--- src/rtl/ps2_key_decoder.sv ---
// rtl/ps2_key_decoder.sv - PS/2 keyboard receiver producing the 11-bit toggle-style ps2_key event word
module ps2_key_decoder #(
  parameter int FILTER_LEN = 8,
  parameter int TIMEOUT    = 100000
) (
  input  logic        clk_sys,
  input  logic        reset_n,
  input  logic        ps2_clk,
  input  logic        ps2_data,
  output logic [10:0] ps2_key,
  output logic        frame_err,
  output logic        busy
);

  localparam int WDW = $clog2(TIMEOUT + 1);

  typedef enum logic [1:0] {IDLE, RECV, STOP} state_t;

  logic [1:0]     clk_sync_q, dat_sync_q;
  logic [7:0]     filt_cnt_q, filt_cnt_d;
  logic           filt_q, filt_d, filt_prev_q;
  state_t         state_q, state_d;
  logic [3:0]     bit_cnt_q, bit_cnt_d;
  logic [8:0]     shift_q, shift_d;
  logic [WDW-1:0] wd_q, wd_d;
  logic           ext_q, ext_d, rel_q, rel_d;
  logic [2:0]     skip_q, skip_d;
  logic [10:0]    key_q, key_d;
  logic           err_q, err_d;
  logic           fall, data_bit, byte_ok, abort;
  logic [7:0]     rx_byte;

  // Filtered level only follows the synchronised clock after FILTER_LEN agreeing samples
  always_comb begin
    filt_cnt_d = '0;
    filt_d     = filt_q;
    if (clk_sync_q[1] != filt_q) begin
      if (filt_cnt_q == 8'(FILTER_LEN - 1)) filt_d = clk_sync_q[1];
      else filt_cnt_d = filt_cnt_q + 8'd1;
    end
  end

  assign fall     = filt_prev_q & ~filt_q;
  assign data_bit = dat_sync_q[1];
  assign rx_byte  = shift_q[7:0];

  always_comb begin
    state_d   = state_q;
    bit_cnt_d = bit_cnt_q;
    shift_d   = shift_q;
    wd_d      = wd_q;
    ext_d     = ext_q;
    rel_d     = rel_q;
    skip_d    = skip_q;
    key_d     = key_q;
    err_d     = 1'b0;
    byte_ok   = 1'b0;
    abort     = 1'b0;

    case (state_q)
      IDLE: begin
        wd_d = '0;
        if (fall && !data_bit) begin
          state_d   = RECV;
          bit_cnt_d = 4'd0;
        end
      end
      RECV: begin
        if (fall) begin
          wd_d      = '0;
          shift_d   = {data_bit, shift_q[8:1]};
          bit_cnt_d = bit_cnt_q + 4'd1;
          if (bit_cnt_q == 4'd8) state_d = STOP;
        end else if (wd_q == WDW'(TIMEOUT - 1)) begin
          abort = 1'b1;
        end else begin
          wd_d = wd_q + WDW'(1);
        end
      end
      STOP: begin
        if (fall) begin
          wd_d    = '0;
          state_d = IDLE;
          if (data_bit && (^shift_q)) byte_ok = 1'b1;
          else abort = 1'b1;
        end else if (wd_q == WDW'(TIMEOUT - 1)) begin
          abort = 1'b1;
        end else begin
          wd_d = wd_q + WDW'(1);
        end
      end
      default: state_d = IDLE;
    endcase

    if (abort) begin
      state_d = IDLE;
      wd_d    = '0;
      err_d   = 1'b1;
      ext_d   = 1'b0;
      rel_d   = 1'b0;
    end

    // Pause sequence is E1 plus seven more bytes, none of which may disturb the prefix flags
    if (byte_ok) begin
      if (skip_q != 3'd0) begin
        skip_d = skip_q - 3'd1;
      end else if (rx_byte == 8'hE1) begin
        skip_d = 3'd7;
      end else if (rx_byte == 8'hE0) begin
        ext_d = 1'b1;
      end else if (rx_byte == 8'hF0) begin
        rel_d = 1'b1;
      end else if (!ext_q && !rel_q &&
                   (rx_byte inside {8'hAA, 8'hFA, 8'hEE, 8'hFE, 8'hFC, 8'h00, 8'hFF})) begin
        key_d = key_q;
      end else begin
        key_d = {~key_q[10], ~rel_q, ext_q, rx_byte};
        ext_d = 1'b0;
        rel_d = 1'b0;
      end
    end
  end

  always_ff @(posedge clk_sys or negedge reset_n) begin
    if (!reset_n) begin
      clk_sync_q  <= 2'b11;
      dat_sync_q  <= 2'b11;
      filt_cnt_q  <= '0;
      filt_q      <= 1'b1;
      filt_prev_q <= 1'b1;
      state_q     <= IDLE;
      bit_cnt_q   <= '0;
      shift_q     <= '0;
      wd_q        <= '0;
      ext_q       <= 1'b0;
      rel_q       <= 1'b0;
      skip_q      <= '0;
      key_q       <= '0;
      err_q       <= 1'b0;
    end else begin
      clk_sync_q  <= {clk_sync_q[0], ps2_clk};
      dat_sync_q  <= {dat_sync_q[0], ps2_data};
      filt_cnt_q  <= filt_cnt_d;
      filt_q      <= filt_d;
      filt_prev_q <= filt_q;
      state_q     <= state_d;
      bit_cnt_q   <= bit_cnt_d;
      shift_q     <= shift_d;
      wd_q        <= wd_d;
      ext_q       <= ext_d;
      rel_q       <= rel_d;
      skip_q      <= skip_d;
      key_q       <= key_d;
      err_q       <= err_d;
    end
  end

  assign ps2_key   = key_q;
  assign frame_err = err_q;
  assign busy      = (state_q != IDLE);

endmodule
--- config.mk ---
export PLATFORM = sky130hd
export DESIGN_NAME = ps2_key_decoder
export DESIGN_NICKNAME = d
export VERILOG_FILES = /design/src/rtl/ps2_key_decoder.sv
export SDC_FILE = /design/constraint.sdc
export NUM_CORES = 1
export LEC_CHECK = 0
export BUFFER_PORTS_ARGS = -buffer_cell sky130_fd_sc_hd__buf_2
export CAP_MARGIN = 10
export CORE_MARGIN = 4
export CORE_UTILIZATION = 55
export CTS_BUF_LIST = sky130_fd_sc_hd__clkbuf_8
export CTS_CLUSTER_DIAMETER = 150
export DETAILED_ROUTE_END_ITERATION = 7
export PLACE_DENSITY = 0.84
export SLEW_MARGIN = 20
export SYNTH_ARGS = -nofsm -noshare
export SYNTH_HDL_FRONTEND = slang
export SYNTH_SLANG_ARGS = --single-unit
--- constraint.sdc ---
create_clock -name clk_sys -period 3.18 [get_ports clk_sys]
set_clock_uncertainty 0.05 [all_clocks]
set_input_delay 0.477 -clock clk_sys [delete_from_list [all_inputs] [get_ports clk_sys]]
set_output_delay 0.477 -clock clk_sys [all_outputs]
set_load 0.03 [all_outputs]
* Yosys cells after proc, flatten, opt, wreduce, memory -nomap -nowiden
Cells that the tools add are included. Widths: inputs -> output; s select.
Word-level totals: input bits 4, output and inout port bits 13, register bits after elaboration 63
Cells by class: multiplexer cells 40, eq/ne operators 22, $add $sub $neg 4, reductions and logical operators 24, bitwise gates (word level) 9
Operator list (count):
- $eq 8x8->1 const B | 9
- $mux 17 | 3
- $pmux 17 s2 | 1
- $mux 1 | 22
- $add 17x1->17 const B | 1
- $eq 17x17->1 const B | 1
- $mux 8 | 2
- $ne 3x3->1 const B | 4
- $mux 2 | 5
- $reduce_xor 9->1 | 1
- $add 8x1->8 const B | 1
- $eq 8x3->1 const B | 1
- $logic_not 8->1 | 1
- $mux 4 | 2
- $not 1->1 | 8
- $pmux 4 s2 | 1
- $reduce_and 2->1 | 4
- $reduce_bool 7->1 | 1
- $mux 3 | 2
- $pmux 2 s3 | 1
- $reduce_and 6->1 | 1
- $reduce_bool 2->1 | 3
- $reduce_bool 3->1 | 2
- $add 4x1->4 const B | 1
- 15 further kinds | 21

* Longest topological paths before layout
depth after elaboration 12, depth in mapped cells 9

* Least setup slack after synthesis
Ideal clock, no wire load.
kind reg2reg, from register shift_q[0], to register key_q[1], in the netlist ps2_key[1], period minus slack after synthesis 2375 ps, buffers on the path 1, data arrival time 2200 ps, setup slack 805 ps, cell stages (with the launch flop) 9, required time 3005 ps, cells stage by stage dfrtp_1 > inv_1 > ha_1 > xnor3_2 > xnor2_2 > nor3_4 > o311ai_1 > buf_6 > mux2_4
On the way: cells in the longest elaborated chain, start to end 6, elaborated cells between the ends (all ways) 22
RTL lines:
- from (decl) | line 24 | logic [8:0] shift_q, shift_d;
- from (signal assigned) | line 148 | shift_q <= shift_d;
- $reduce_xor 9->1 | line 84 | if (data_bit && (^shift_q)) byte_ok = 1'b1;
- $logic_and 1x1->1 | line 84
- $mux 1 | line 84
- $mux 1 | line 81 | if (fall) begin
- $mux 1 | line 60 | case (state_q)
- $reduce_and 6->1 (no source line) *
- to (signal assigned) | line 153 | key_q <= key_d;
- to (decl) | line 28 | logic [10:0] key_q, key_d;
Every way passes the cells marked *; elsewhere a longest branch is shown, timed or not. A chain may end at the register's enable or synchronous reset.

* Worst setup path in the final report
from register shift_q[0], to register key_q[8], in the netlist ps2_key[8]
Same word-level chain as after synthesis.

==> metrics.md <==
| Metric | Value |
|---|---|
| Status | `finished, final reports clean` |
| Starting density of the core | `0.581` |
| Reg2Reg Capture Point | `ps2_key[8]` |
| WL final | `slightly above 6000 µm` |
| Register clock-pin slew on the reported worst setup and hold paths | `0.07 ns` |
| Setup violations, final | `0` |
| Largest cells by area after synthesis | `dfrtp_1 43%, ha_1 8.7%, dfstp_2 4.8%` |
| Reg2Reg Depth | `7` |
| Maximum root-to-sink buffer count | `2` |
| Chip height | `roughly 85 µm` |
| Post-CTS Hold Buffers | `0` |
| Critical Path AT | `roughly 2.8 ns` |
| Avg WL per Cell | `between 10 and 15 µm` |
| Prevailing post-synth register cell | `dfrtp_1` |
| R2R Setup Slk | `0.57 ns` |
| Via density | `between 5 and 6` |
| Area of the multi-input gates | `~1600 µm²` |
| Fillers | `roughly 430` |
| HPWL Detailed | `about 4200 µm` |
| Number of synthesized flops with an enable pin | `0` |
| Leak | `1.81 nW` |
| Unique cell type count in the Yosys netlist | `44` |
| Worst EP required | `3.37 ns` |
| Die W | `85.5 µm` |
| Syn Area/Cell | `about 10 µm²` |
| Hold path startpoint | `ps2_data` |
| Period utilization | `0.822` |
| TNS Setup | `0 ns` |
| Post-synth top area share | `0.432` |
| Worst Hold Class | `in2reg` |
| RSZ-0062 raised after global routing | `false` |
| Placed cell count | `400` |
| Post CTS Setup Buffer Count | `0` |
| Vias in the first global route | `around 2,400` |
| Most common cell after layout, fill and taps aside | `dfrtp_1` |
| Yosys reg bits | `63` |
| Mapped Cells | `between 300 and 400` |
| TritonCTS clock tree | `built` |
| Total vias in the final route | `2,367` |
| # diodes | `0` |
| DIE AREA | `between 7000 and 8000 µm²` |
| Final antenna-violating net count | `0` |
| 1st-iter DRT viols | `84` |
| Register Area | `1580 µm²` |
| Max-slew headroom at the worst pin | `0.449` |
| WHS Endpoint | `dat_sync_q[0]` |
| Syn_nets | `~340` |
| Slew Limit Fails | `0` |
| Total CTS buffers | `9` |
| Top cell type by total area after synthesis | `dfrtp_1` |
| Antenna violations before repair | `0` |
| Async SR Flop Fraction | `1.00` |
| Slew @ Worst Pin | `between 0.8 and 0.9 ns` |
| Max IR drop VDD | `between 300 and 400 µV` |
| Hold Violations, Final | `0` |
| # H-tree levels | `3` |
| Worst setup EP type | `flip-flop` |
| Register area share after synthesis | `0.480` |
| # rows | `27` |
| Hold Path Cell Cnt | `1` |
| Remaining DRCs | `0` |
| Core Area | `about 5700 µm²` |
| Pin count of the biggest net entering global routing | `64` |
| Drt pass-1 iters | `5` |
| Power Dens Cells | `~650 nW/µm²` |
| RR Startpoint | `shift_q[0]` |
| Crit start category | `flip-flop` |
| PostCTS Resize Cnt | `0` |
| Commonest cells after routing, fill and taps aside | `57 x dfrtp_1, 37 x nand2_1, 23 x ha_1, 21 x inv_1, 20 x nor2_1` |
| Fin crit period | `2.61 ns` |
| Buffers on Ports | `16` |
| GP Congestion | `0.831` |
| Final Net Count | `between 300 and 400` |
| Clk root buf | `clkbuf_8` |
| First-pass GRT wire length | `about 11,000 µm` |
| Yosys warnings | `0` |
| Final Non-Filler Cells | `416` |
| Final global-route overflow total | `0` |
| Layout area overhead | `12.0%` |
| GR Util All Layers | `0.192` |
| CP max FO | `11` |
| Share of layout cells above drive strength 1 | `0.174` |
| Achievable Freq | `about 380 MHz` |
| IO Count | `17` |
| WS Path Type | `reg2reg` |
| Worst skew pair latency | `0.35 ns` |
| Post-Syn Area | `between 3000 and 4000 µm²` |
| Maximum Capacitance Violations | `0` |
| Sink Count | `63` |
## how the worst max path moves through the flow
stage,from,to,slack (ns),depth (start not counted)
floorplan,shift_q[0],ps2_key[1],0.80,8
finish,shift_q[0],ps2_key[8],0.57,7
CTS,shift_q[0],ps2_key[0],0.40,7
global route,shift_q[0],ps2_key[8],0.44,7
global placement,shift_q[3],ps2_key[7],0.54,7
detailed placement,shift_q[1],ps2_key[6],0.40,7
## synthesized netlist by cell type (all sizes together), types with 3 or more instances
cell / instances
nand3b: 3
dfstp: 6
mux2i: 3
o21ai: 16
a21o: 5
nand4: 6
and2: 4
xnor2: 6
clkbuf: 6
nor2b: 4
nor3: 8
a21oi: 5
a31oi: 4
nand3: 15
mux2: 12
inv: 21
nor2: 20
ha: 23
and3: 7
xor2: 9
nor4: 4
dfrtp: 57
a22o: 12
nand2: 37
## metrics by stage
step / util / hold WS, ns / setup WS [ns] / power, mW / cell area, µm²
2_1_floorplan: - / 0.131 / 0.805 / 1.45 / 3300
3_3_place_gp: 0.611 / 0.295 / 0.545 / 1.60 / 3470
3_5_place_dp: 0.611 / 0.297 / 0.403 / 1.64 / 3470
4_1_cts: 0.649 / 0.158 / 0.395 / 2.42 / 3690
5_1_grt: 0.651 / 0.155 / 0.441 / 2.57 / 3700
6_report: 0.651 / 0.171 / 0.565 / 2.40 / 3700
## per-layer routing
metal	GRT usage	part of all wire	vias up
li1	-	-	1157
met2	0.298	0.48	39
met1	0.255	0.47	1161
met3	0.0515	0.036	10
met4	0.0806	0.020	0
met5	0	0	-
## cells by family after synthesis
kind of cell | share of synthesized area
flops | 0.480
xor+xnor | 0.0493
simple gates | 0.179
fa+ha+maj | 0.0872
buf+inv | 0.0341
compound gates | 0.111
mux | 0.0592
## power breakdown
group          switching (mW)  internal, mW  total, mW
Sequential             0.0733         0.886      0.960
Clock                   0.340         0.442      0.781
Combinational           0.405         0.259      0.664
## registers in the layout (all words and copies together), names as in the netlist
name,flops
bit_cnt_q,4
clk_sync_q,2
dat_sync_q,2
ext_q,1
filt_cnt_q,8
filt_prev_q,1
filt_q,1
frame_err,1
ps2_key,11
rel_q,1
shift_q,9
skip_q,3
state_q,2
wd_q,17
## critical path: stages (launching register included)
cell and delay, ns:
dfrtp_1 0.43, inv_1 0.09, ha_1 0.31, xnor3_2 0.38, xnor2_2 0.19, nor3_4 0.34, o311ai_4 0.32, mux2_4 0.38
## final cells by class
type	count	area share
Sequential cell	63	0.429
Inverter	21	0.0213
Clock buffer	9	0.0335
Multi-Input combinational cell	225	0.438
Clock inverter	7	0.0261
Timing Repair Buffer	19	0.0278
Tap cell	72	0.0244
Note: power is estimated with default switching activity, not from simulation.
